[config.mk]
export PLATFORM = sky130hd
export DESIGN_NAME = telemetry_monitor
export DESIGN_NICKNAME = d
export VERILOG_FILES = /design/src/rtl/telemetry_monitor.sv
export SDC_FILE = /design/constraint.sdc
export NUM_CORES = 1
export LEC_CHECK = 0
export CORE_UTILIZATION = 55
export DETAILED_ROUTE_END_ITERATION = 10
export PLACE_DENSITY = 0.86
export SLEW_MARGIN = 15
export SYNTH_ARGS = -nofsm -noshare
export SYNTH_HDL_FRONTEND = slang
export SYNTH_SLANG_ARGS = --single-unit
[constraint.sdc]
create_clock -name clk -period 4.54 [get_ports clk]
set_clock_uncertainty 0.1 [all_clocks]
set_input_delay 0.454 -clock clk [delete_from_list [all_inputs] [get_ports clk]]
set_output_delay 0.454 -clock clk [all_outputs]
set_load 0.02 [all_outputs]
[src/rtl/telemetry_monitor.sv]
`default_nettype none
// ============================================================================
//  Module      : telemetry_monitor
//  Description : UART receiver plus AA/55-framed packet decoder recovering the
//                battery, current and torque samples from the eBike TX line.
//  Revision    : 1.0 - initial release
// ============================================================================
module telemetry_monitor #(
  parameter int BAUD_DIV = 2604
) (
  input  logic        clk,
  input  logic        rst_n,
  input  logic        RX,
  output logic [11:0] batt_tx,
  output logic [11:0] curr_tx,
  output logic [11:0] torque_tx,
  output logic        vld_tx,
  output logic        frm_err,
  output logic        pkt_err,
  output logic [7:0]  pkt_cnt
);

  localparam int                 c_cnt_w = $clog2(BAUD_DIV);
  localparam logic [c_cnt_w-1:0] c_half  = c_cnt_w'(BAUD_DIV / 2 - 1);
  localparam logic [c_cnt_w-1:0] c_full  = c_cnt_w'(BAUD_DIV - 1);
  localparam logic [c_cnt_w-1:0] c_one   = c_cnt_w'(1);

  typedef enum logic [1:0] {
    U_IDLE  = 2'd0,
    U_START = 2'd1,
    U_DATA  = 2'd2,
    U_STOP  = 2'd3
  } uart_state_t;

  typedef enum logic [1:0] {
    P_HUNT_AA = 2'd0,
    P_HUNT_55 = 2'd1,
    P_PAYLOAD = 2'd2
  } pkt_state_t;

  logic r_rx_meta, r_rx_s, r_rx_d;

  always_ff @(posedge clk or negedge rst_n) begin
    if (!rst_n) begin
      r_rx_meta <= 1'b1;
      r_rx_s    <= 1'b1;
      r_rx_d    <= 1'b1;
    end else begin
      r_rx_meta <= RX;
      r_rx_s    <= r_rx_meta;
      r_rx_d    <= r_rx_s;
    end
  end

  logic w_fall;
  assign w_fall = r_rx_d & ~r_rx_s;

  uart_state_t        r_ustate, w_ustate_nxt;
  logic [c_cnt_w-1:0] r_baud;
  logic [2:0]         r_bit;
  logic [7:0]         r_shift;
  logic               r_byte_rdy;
  logic               w_tick, w_load_half, w_load_full, w_shift, w_byte_ok, w_byte_bad;

  assign w_tick = (r_baud == '0);

  always_comb begin
    w_ustate_nxt = r_ustate;
    w_load_half  = 1'b0;
    w_load_full  = 1'b0;
    w_shift      = 1'b0;
    w_byte_ok    = 1'b0;
    w_byte_bad   = 1'b0;
    case (r_ustate)
      U_IDLE: begin
        if (w_fall) begin
          w_load_half  = 1'b1;
          w_ustate_nxt = U_START;
        end
      end
      U_START: begin
        if (w_tick) begin
          if (r_rx_s) begin
            w_ustate_nxt = U_IDLE;
          end else begin
            w_load_full  = 1'b1;
            w_ustate_nxt = U_DATA;
          end
        end
      end
      U_DATA: begin
        if (w_tick) begin
          w_shift     = 1'b1;
          w_load_full = 1'b1;
          if (r_bit == 3'd7) w_ustate_nxt = U_STOP;
        end
      end
      U_STOP: begin
        if (w_tick) begin
          w_ustate_nxt = U_IDLE;
          w_byte_ok    = r_rx_s;
          w_byte_bad   = ~r_rx_s;
        end
      end
      default: w_ustate_nxt = U_IDLE;
    endcase
  end

  always_ff @(posedge clk or negedge rst_n) begin
    if (!rst_n) r_ustate <= U_IDLE;
    else        r_ustate <= w_ustate_nxt;
  end

  // The received byte stays parked in r_shift until the next start bit is confirmed.
  always_ff @(posedge clk or negedge rst_n) begin
    if (!rst_n) begin
      r_baud     <= '0;
      r_bit      <= 3'd0;
      r_shift    <= 8'd0;
      r_byte_rdy <= 1'b0;
      frm_err    <= 1'b0;
    end else begin
      if (w_load_half)      r_baud <= c_half;
      else if (w_load_full) r_baud <= c_full;
      else if (!w_tick)     r_baud <= r_baud - c_one;

      if (r_ustate == U_START) r_bit <= 3'd0;
      else if (w_shift)        r_bit <= r_bit + 3'd1;

      if (w_shift) r_shift <= {r_rx_s, r_shift[7:1]};

      r_byte_rdy <= w_byte_ok;
      frm_err    <= w_byte_bad;
    end
  end

  pkt_state_t r_pstate, w_pstate_nxt;
  logic [2:0]  r_idx;
  logic        r_bad;
  logic [11:0] r_sh_batt, r_sh_curr;
  logic [3:0]  r_sh_torq_hi;
  logic        w_hi_bad, w_commit, w_reject;

  assign w_hi_bad = ~r_idx[0] & (r_shift[7:4] != 4'h0);

  always_comb begin
    w_pstate_nxt = r_pstate;
    w_commit     = 1'b0;
    w_reject     = 1'b0;
    if (frm_err) begin
      w_pstate_nxt = P_HUNT_AA;
    end else if (r_byte_rdy) begin
      case (r_pstate)
        P_HUNT_AA: if (r_shift == 8'hAA) w_pstate_nxt = P_HUNT_55;
        P_HUNT_55: begin
          if (r_shift == 8'h55)      w_pstate_nxt = P_PAYLOAD;
          else if (r_shift != 8'hAA) w_pstate_nxt = P_HUNT_AA;
        end
        P_PAYLOAD: begin
          if (r_idx == 3'd5) begin
            w_pstate_nxt = P_HUNT_AA;
            w_reject     = r_bad;
            w_commit     = ~r_bad;
          end
        end
        default: w_pstate_nxt = P_HUNT_AA;
      endcase
    end
  end

  always_ff @(posedge clk or negedge rst_n) begin
    if (!rst_n) r_pstate <= P_HUNT_AA;
    else        r_pstate <= w_pstate_nxt;
  end

  // The final torque low byte bypasses the shadow and lands directly in the output.
  always_ff @(posedge clk or negedge rst_n) begin
    if (!rst_n) begin
      r_idx        <= 3'd0;
      r_bad        <= 1'b0;
      r_sh_batt    <= 12'd0;
      r_sh_curr    <= 12'd0;
      r_sh_torq_hi <= 4'd0;
      batt_tx      <= 12'd0;
      curr_tx      <= 12'd0;
      torque_tx    <= 12'd0;
      vld_tx       <= 1'b0;
      pkt_err      <= 1'b0;
      pkt_cnt      <= 8'd0;
    end else begin
      vld_tx  <= w_commit;
      pkt_err <= w_reject;
      if (r_byte_rdy && (r_pstate == P_HUNT_55) && (r_shift == 8'h55)) begin
        r_idx <= 3'd0;
        r_bad <= 1'b0;
      end else if (r_byte_rdy && (r_pstate == P_PAYLOAD)) begin
        r_idx <= r_idx + 3'd1;
        if (w_hi_bad) r_bad <= 1'b1;
        case (r_idx)
          3'd0:    r_sh_batt[11:8] <= r_shift[3:0];
          3'd1:    r_sh_batt[7:0]  <= r_shift;
          3'd2:    r_sh_curr[11:8] <= r_shift[3:0];
          3'd3:    r_sh_curr[7:0]  <= r_shift;
          3'd4:    r_sh_torq_hi    <= r_shift[3:0];
          default: ;
        endcase
      end
      if (w_commit) begin
        batt_tx   <= r_sh_batt;
        curr_tx   <= r_sh_curr;
        torque_tx <= {r_sh_torq_hi, r_shift};
        pkt_cnt   <= pkt_cnt + 8'd1;
      end
    end
  end

endmodule
`default_nettype wire

==> summary.md <==
| Metric | Value |
|---|---|
| Post_cts resized | 0 |
| TritonCTS clock tree | yes |
| Part of the cycle the worst path needs | 59.18% |
| Reg2Reg Depth | 6 |
| Peak supply drop | 0.2147 mV |
| DR pass1 iterations | 4 |
| Area of the die | 9200 um^2 |
| IO Count | 50 |
| Total GRT Usage | 20.48% |
| Clock Latency Late Sink | 360 ps |
| Pwr Density | 371.1 nW/um^2 |
| Minimum clock period after layout | 2687 ps |
| Outcome | completed |
| Post-synth top area cell | dfrtp_1 |
| Clock slew at reported path FFs | 100 ps |
| # DRC | 0 |
| Syn Area/Cell | 13.33 um^2 |
| #FFs+latches synth | 110 |
| Max Freq | 0.3722 GHz |
| Core Area | 8382 um^2 |
| Final ANT Viol Nets | 0 |
| Synth area leaders | dfrtp_1 (55%), mux2_2 (15%), ha_1 (3.9%), mux2_1 (1.9%), dfstp_2 (1.6%) |
| Cts hold-fix bufs | 0 |
| Dpl hpwl | 5.826 mm |
| Area Overhead vs Synth | 15.48% |
| Worst r2r dst | torque_tx[0] |
| Yosys top cell area share | 55.20% |
| CP Max Fanout | 30 |
| Main flop type after synthesis | dfrtp_1 |
| Vias per inst | 5.769 |
| I/O Buffers | 49 |
| Die W | 95.92 um |
| Slew margin rel. | 32.71% |
| Netlist cell types | 59 |
| Critical path data arrival time | 2840 ps |
| Setup TNS | 0 ps |
| Post-CTS Setup Bufs | 0 |
| Syn. warnings | 0 |
| CTS Root Cell | clkbuf_8 |
| Largest net degree at the start of global routing | 74 |
| H-tree depth | 3 |
| Endpoints failing hold | 0 |
| Hold Crit Class | in -> async |
| Slew Viols, Final | 0 |
| Synthesized area | 4851 um^2 |
| Via count | 3017 |
| Worst-Margin Slew | 1002 ps |
| Syn Nets | 382 |
| Num CTS Buffers | 9 |
| Share of cells above drive strength 1 | 24.16% |
| Static Leak | 2.638 nW |
| Max cap viols | 0 |
| Wire per inst | 15.95 um |
| RSZ-0062 raised after global routing | no |
| Die height | 95.92 um |
| Total gr overflow | 0 |
| Number of flops mapped to enable cells by yosys | 0 |
| Sink Count | 110 |
| Final setup vio count | 0 |
| Initial antenna violation count | 0 |
| Total power | 2.079 mW |
| N_diodes | 0 |
| Fin nets | 431 |
| Crit. End Element | register |
| Crit path launch type | register |
| Row count | 33 |
| Reg2reg setup slack | 1850 ps |
| Vias in the first global route | 2898 |
| Post-synth ARST share | 100.0% |
| CTS max path bufs | 2 |
| Initial Utilization | 57.87% |
| Register area share after synthesis | 56.82% |
| Number of DRC markers in iteration 0 | 105 |
| Reg-to-Reg Start | r_idx[1] |
| CP required | 4690 ps |
| Worst setup path class | reg -> reg |
| Cell count after synthesis | 364 |
| Final estimated routing congestion in global placement | 0.8754 |
| First-pass GRT wire length | 14.24 mm |
| Total Wirelength | 8.340 mm |
-- sequential cells by signal, summed over array words and instances, names as in the netlist, 2 cells and up, named ones only --
| register | count |
|---|---|
| r_sh_curr | 12 |
| r_baud | 12 |
| r_idx | 3 |
| pkt_cnt | 8 |
| curr_tx | 12 |
| r_sh_torq_hi | 4 |
| r_pstate | 2 |
| r_shift | 8 |
| batt_tx | 12 |
| torque_tx | 12 |
| r_sh_batt | 12 |
| r_bit | 3 |
-- cell type report --
cell class                      instances  area, um^2
Clock buffer                           11       151.4
Clock inverter                          5       57.56
Fill cell                             584        2780
Inverter                               14       52.55
Multi-Input combinational cell        227        1949
Sequential cell                       110        2756
Tap cell                              105       131.4
Timing Repair Buffer                   51       503.0
-- worst max-delay path by stage --
stage | end | slack (ps) | from
2_1_floorplan | r_baud[4] | 2520 | r_baud[0]
3_3_place_gp | curr_tx[1] | 1990 | r_idx[1]
3_5_place_dp | torque_tx[0] | 1850 | r_idx[1]
4_1_cts | torque_tx[0] | 1830 | r_idx[1]
5_1_grt | torque_tx[8] | 1590 | r_idx[1]
6_report | torque_tx[0] | 1850 | r_idx[1]
-- placed cells by master, fill, tap and decap left out, types with 2 or more instances in the layout --
cell             synthesis  final
clkdlybuf4s50_1          0     48
nor3_1                   4      4
dfrtp_1                107    107
and3_1                   3      3
mux2_1                   8      8
o311ai_0                 2      2
xor2_1                   3      3
clkbuf_8                 0     11
nand4b_1                 3      3
clkinv_4                 0      2
nand2_1                 15     15
nor4_1                   3      3
or4_1                    2      2
mux2_2                  66     66
inv_1                   14     14
or3_1                    4      4
o211ai_1                 2      2
nand3_1                  8      8
xnor2_1                  7      7
nand4bb_1                3      3
clkinv_2                 0      2
nand4_1                  8      8
a31oi_1                  3      3
o31ai_1                  2      2
a211oi_1                 3      3
buf_4                    1      3
dfstp_2                  3      3
nor2_1                  14     14
or2_2                    2      2
ha_1                    15     15
o21ai_0                  8      8
a21oi_1                 12     12
-- cells by family (layout without fill, tap and decap cells) --
kind of cell | count (synthesis) | count (layout) | share of synthesized area, %
muxes | 75 | 75 | 17.38
xor gates and xnor gates | 10 | 10 | 1.806
DFF | 110 | 110 | 56.82
and+or+nand+nor | 84 | 84 | 10.99
AOI/OAI and AO/OA | 43 | 43 | 6.139
adders and majority gates | 15 | 15 | 3.869
buffers and inverters | 27 | 81 | 2.992
-- through the flow --
stage	utilization, %	hold WS [ps]	worst slack (ps)	cell area (um^2)	instances
6_report	66.83	85.88	1853	5602	523
5_1_grt	66.83	172.5	1590	5602	523
4_1_cts	66.83	141.9	1826	5602	523
3_5_place_dp	64.34	247.0	1848	5393	507
3_3_place_gp	64.34	246.3	1990	5393	507
2_1_floorplan	-	58.41	2516	4851	364
-- cells in the mapped netlist (2+ instances only) --
master	n
a21oi_1	12
mux2_1	8
nand4b_1	3
nand2_1	15
nor3_1	4
dfstp_2	3
o311ai_0	2
nand4_1	8
or4_1	2
nor4_1	3
a31oi_1	3
xnor2_1	7
a211oi_1	3
xor2_1	3
o211ai_1	2
nor2_1	14
or2_2	2
mux2_2	66
dfrtp_1	107
nand3_1	8
o31ai_1	2
nand4bb_1	3
o21ai_0	8
and3_1	3
or3_1	4
ha_1	15
clkbuf_1	5
buf_6	5
inv_1	14
-- where the power goes --
group	switching (mW)	leakage [nW]	internal, mW
combinational	0.219	1.03	0.142
clock	0.308	0.109	0.285
sequential	0.0865	1.50	1.04
-- routing by layer --
layer  GRT usage [%]  up-vias  share of wire, %
li1                -     1416                 -
met1           27.36     1510                44
met2           32.08       76                50
met3           3.870       15               4.2
met4           10.45        0               2.2
met5               0        -                 0
-- critical path: stages (launching register included) --
cell	delay, ps
dfrtp_1	410
inv_1	110
ha_1	180
nand2_1	120
nor4_4	770
buf_4	470
mux2_2	380
Note: power is estimated with default switching activity, not from simulation.
==> variant 1: new RTL, same flow settings <==
The parameter `BAUD_DIV` goes from 2604 to 5208.
--- a/src/rtl/telemetry_monitor.sv
+++ b/src/rtl/telemetry_monitor.sv
@@ -7,5 +7,5 @@
 // ============================================================================
 module telemetry_monitor #(
-  parameter int BAUD_DIV = 2604
+  parameter int BAUD_DIV = 5208
 ) (
   input  logic        clk,
Behaviour: same outputs for any inputs over 10 cycles, from zero or initial values and one cycle with rst_n low; that may be too few to reach the edited logic, so the function may still have changed.
==> variant 1 against the original RTL <==
Worst hold slack worse by 0.020 ns; cell area shrank 2.7%; setup slack worse by 0.0052 ns; synthesized area is 3.9% lower; sequential cell count up 1; core utilization decreased by 0.47 points; total power shrank 8.5%; routed wire length fell by 3.1%; cell count decreased by 1.7%; non-clock buffer count is 2 higher; critical endpoint is now r_shift[4]$_DFFE_PN0P_; combinational power decreased by 29%.
==> variant 1: results (changes against the original RTL) <==
Standard cell with the maximum stage delay on the critical path: sky130_fd_sc_hd__or4b_4 (was sky130_fd_sc_hd__nor4_4). Met2 usage: 32.7% (was 32.1%). The top achievable clock speed was 371 MHz (was 372 MHz).

The actual slew at the worst max-slew pin is 0.827 ns (was 1.00 ns). The tools report the met3 usage as 3.16% (was 3.87%). The logs give 2.63 nW (was 2.64 nW) for the leakage component of the power and 219 (was 227) for the multi-input combinational cell count. The area fraction in compound gates after synthesis works out to 3.28% (was 6.14%). The area share of buffers outside the clock network came out at 9.50% (was 8.98%).

The flow ran to the end, and the final reports show no timing, DRC or antenna violations. The number of non-clock buffers is 53 (was 51), and the sequential cell area fraction in the yosys report is 59.7% (was 56.8%). For the layout filler cell count, the log shows 610 (was 584).

The layout overhead on the synthesized area works out to 17.0% (was 15.5%). The tools report the multi-input logic area as 0.00180 mm² (was 0.00195 mm²). The number of violations reported at the end of detailed-routing iteration 0 came out at 93 (was 105). Dominant cells by area after synthesis: sky130_fd_sc_hd__dfrtp_1, sky130_fd_sc_hd__mux2_2, sky130_fd_sc_hd__mux2_1 (was sky130_fd_sc_hd__dfrtp_1, sky130_fd_sc_hd__mux2_2, sky130_fd_sc_hd__ha_1).

The tools report the routability-driven placement congestion ratio as 0.820 (was 0.875). The tools report the met3 routed wirelength as 247 µm (was 354 µm). The total routing usage reported by global routing is 20.7% (was 20.5%), and the number of global-route vias before repair is 2879 (was 2898). The maximum vdd ir drop is 236 µV (was 215 µV), and the number of distinct library cell variants in the gate-level netlist after synthesis is 41 (was 59). The worst-case setup slack after placement was 1.85 ns (about the same). The number of cells in the design after placement is 498 (was 507), and the multiplexer area fraction after synthesis is 18.5% (was 17.4%).
## variant 1: changes by cell type after synthesis, sizes merged, moves of 4 or more
cell   unedited run  this run
a21oi            12         8
inv              14        10
nand4             8         3
nor2             15        31
nor3              4         8
o21ai             9         5
## variant 1: path summary, 6_finish.rpt
check	from	endpoint	slack [ns]	cells after the start
min in group clk	r_rx_meta$_DFF_PN1_	r_rx_s$_DFF_PN1_	0.26	0
hold reg to reg	r_rx_meta$_DFF_PN1_	r_rx_s$_DFF_PN1_	0.26	0
hold / removal	rst_n	pkt_cnt[7]$_DFFE_PN0P_	0.07	1
max in group asynchronous	rst_n	r_rx_d$_DFF_PN1_	3.19	2
setup reg to reg	r_baud[0]$_DFFE_PN0P_	r_shift[4]$_DFFE_PN0P_	1.85	6
setup / recovery	r_baud[0]$_DFFE_PN0P_	r_shift[4]$_DFFE_PN0P_	1.85	6
==> variant 2: new RTL, same settings <==
Without the edit above. The 4 states of `uart_state_t` get a Gray code encoding in 2 bits.
--- a/src/rtl/telemetry_monitor.sv
+++ b/src/rtl/telemetry_monitor.sv
@@ -27,8 +27,8 @@
 
   typedef enum logic [1:0] {
-    U_IDLE  = 2'd0,
-    U_START = 2'd1,
-    U_DATA  = 2'd2,
-    U_STOP  = 2'd3
+    U_IDLE  = 2'b00,
+    U_START = 2'b01,
+    U_DATA  = 2'b11,
+    U_STOP  = 2'b10
   } uart_state_t;
 
Check against the original RTL: same outputs for any inputs over 10 cycles, from zero or initial values and one cycle with rst_n low; not proved beyond that.
==> variant 2 against the original RTL <==
Synthesized area down 6.3%; global-route usage down 0.47 points; cell count down 6.1%; setup slack worse by 0.092 ns; via count down 10%; total power down 8.8%; cell area down 5.0%; routed wire length down 8.0%; critical path depth down 2; sequential cell count unchanged; fmax down 3.3%; critical endpoint is now r_shift[4]$_DFFE_PN0P_; largest cell class unchanged; highest routed layer unchanged.
==> variant 2: results (changes against the original RTL) <==
The tools report the worst slack on hold paths as 0.158 ns (was 0.0859 ns). The flow ran to the end, and the final reports show no timing, DRC or antenna violations. The adder-cell share of the synthesized area came out at 2.75% (was 3.87%).

For the met2 usage, the log shows 32.9% (was 32.1%). Multiplexer area fraction after synthesis: 18.1% (was 17.4%). The actual slew at the worst max-slew pin is 0.979 ns (was 1.00 ns), and the maximum vdd ir drop is 300 µV (was 215 µV).

The number of global-route vias before repair is 2832 (was 2898). For the detailed route wirelength on metal2, the log shows 3.72 mm (was 4.18 mm). The tools report the startpoint of the lowest-slack register-to-register path as r_baud[3]$_DFFE_PN0P_ (was r_idx[1]$_DFFE_PN0P_). For the post-DP HPWL, the log shows 5.27 mm (was 5.83 mm). The post-placement cell area was 0.00512 mm² (was 0.00539 mm²); the fraction of layout instances using a drive strength above 1 was 25.2% (was 24.2%).

The routability-driven placement congestion ratio is 0.858 (was 0.875). The number of violations reported at the end of detailed-routing iteration 0 came out at 77 (was 105). Post-route fraction of the period consumed by the critical path: 61.2% (was 59.2%). The depth of the worst register-to-register path was 4 (was 6); the number of distinct library cell variants in the gate-level netlist after synthesis was 41 (was 59). The logs give 234 µm (was 354 µm) for the met3 routed wirelength and 7.68 mm (was 8.34 mm) for the final routed wirelength across all metal layers. The logs give 3.62 mm (was 3.63 mm) for the sum of routed wire segments on met1 and 397 (was 431) for the net count of the finished layout. Dominant cells by area after synthesis: sky130_fd_sc_hd__dfrtp_1, sky130_fd_sc_hd__mux2_2, sky130_fd_sc_hd__ha_1 (unchanged). The area fraction in compound gates after synthesis is 3.47% (was 6.14%). The maximum fanout along the worst path was 18 (was 30). The run gives 26.4% (was 27.4%) as the met1 demand-to-capacity share in global routing. The post-synth net total is 347 (was 382). For the number of cells in the design after placement, the log shows 475 (was 507). The total routing usage reported by global routing was 20.0% (was 20.5%).

The setup slack on the worst flop-to-flop path was 1.76 ns (was 1.85 ns); the wire length of the first global-routing pass was 13.4 mm (was 14.2 mm). The largest stage delay on the critical path is 0.80 ns (was 0.77 ns), and the sequential share of power is 58.1% (was 54.1%). The detail-routed net length per standard cell came out at 15.6 µm (was 15.9 µm). For the cell count after synthesis, the log shows 334 (was 364).
variant 2: cell types whose count changed in the layout (fill, tap and decap cells not counted), moves of 4 or more:
cell                      before  now
sky130_fd_sc_hd__xnor2_1       7   12
sky130_fd_sc_hd__mux2_1        8    0
sky130_fd_sc_hd__mux2_2       66   73
sky130_fd_sc_hd__a21oi_1      12    7
sky130_fd_sc_hd__ha_1         15   10
sky130_fd_sc_hd__nor2_1       14   10
variant 2: area by class of cell:
cell class	count	area, µm²
clock inverters	6	70.1
well taps	102	128
inverters	14	52.6
fillers	570	2530
flip-flops and latches	110	2760
clock buffers	10	128
repair buffers	51	503
multi-input cells	198	1680
variant 2: worst register-to-register path: stages, from the launching register on:
cell	delay [ns]
sky130_fd_sc_hd__dfrtp_1	0.45
sky130_fd_sc_hd__or4_1	0.66
sky130_fd_sc_hd__or4_1	0.81
sky130_fd_sc_hd__nor2_8	0.29
sky130_fd_sc_hd__mux2_2	0.36
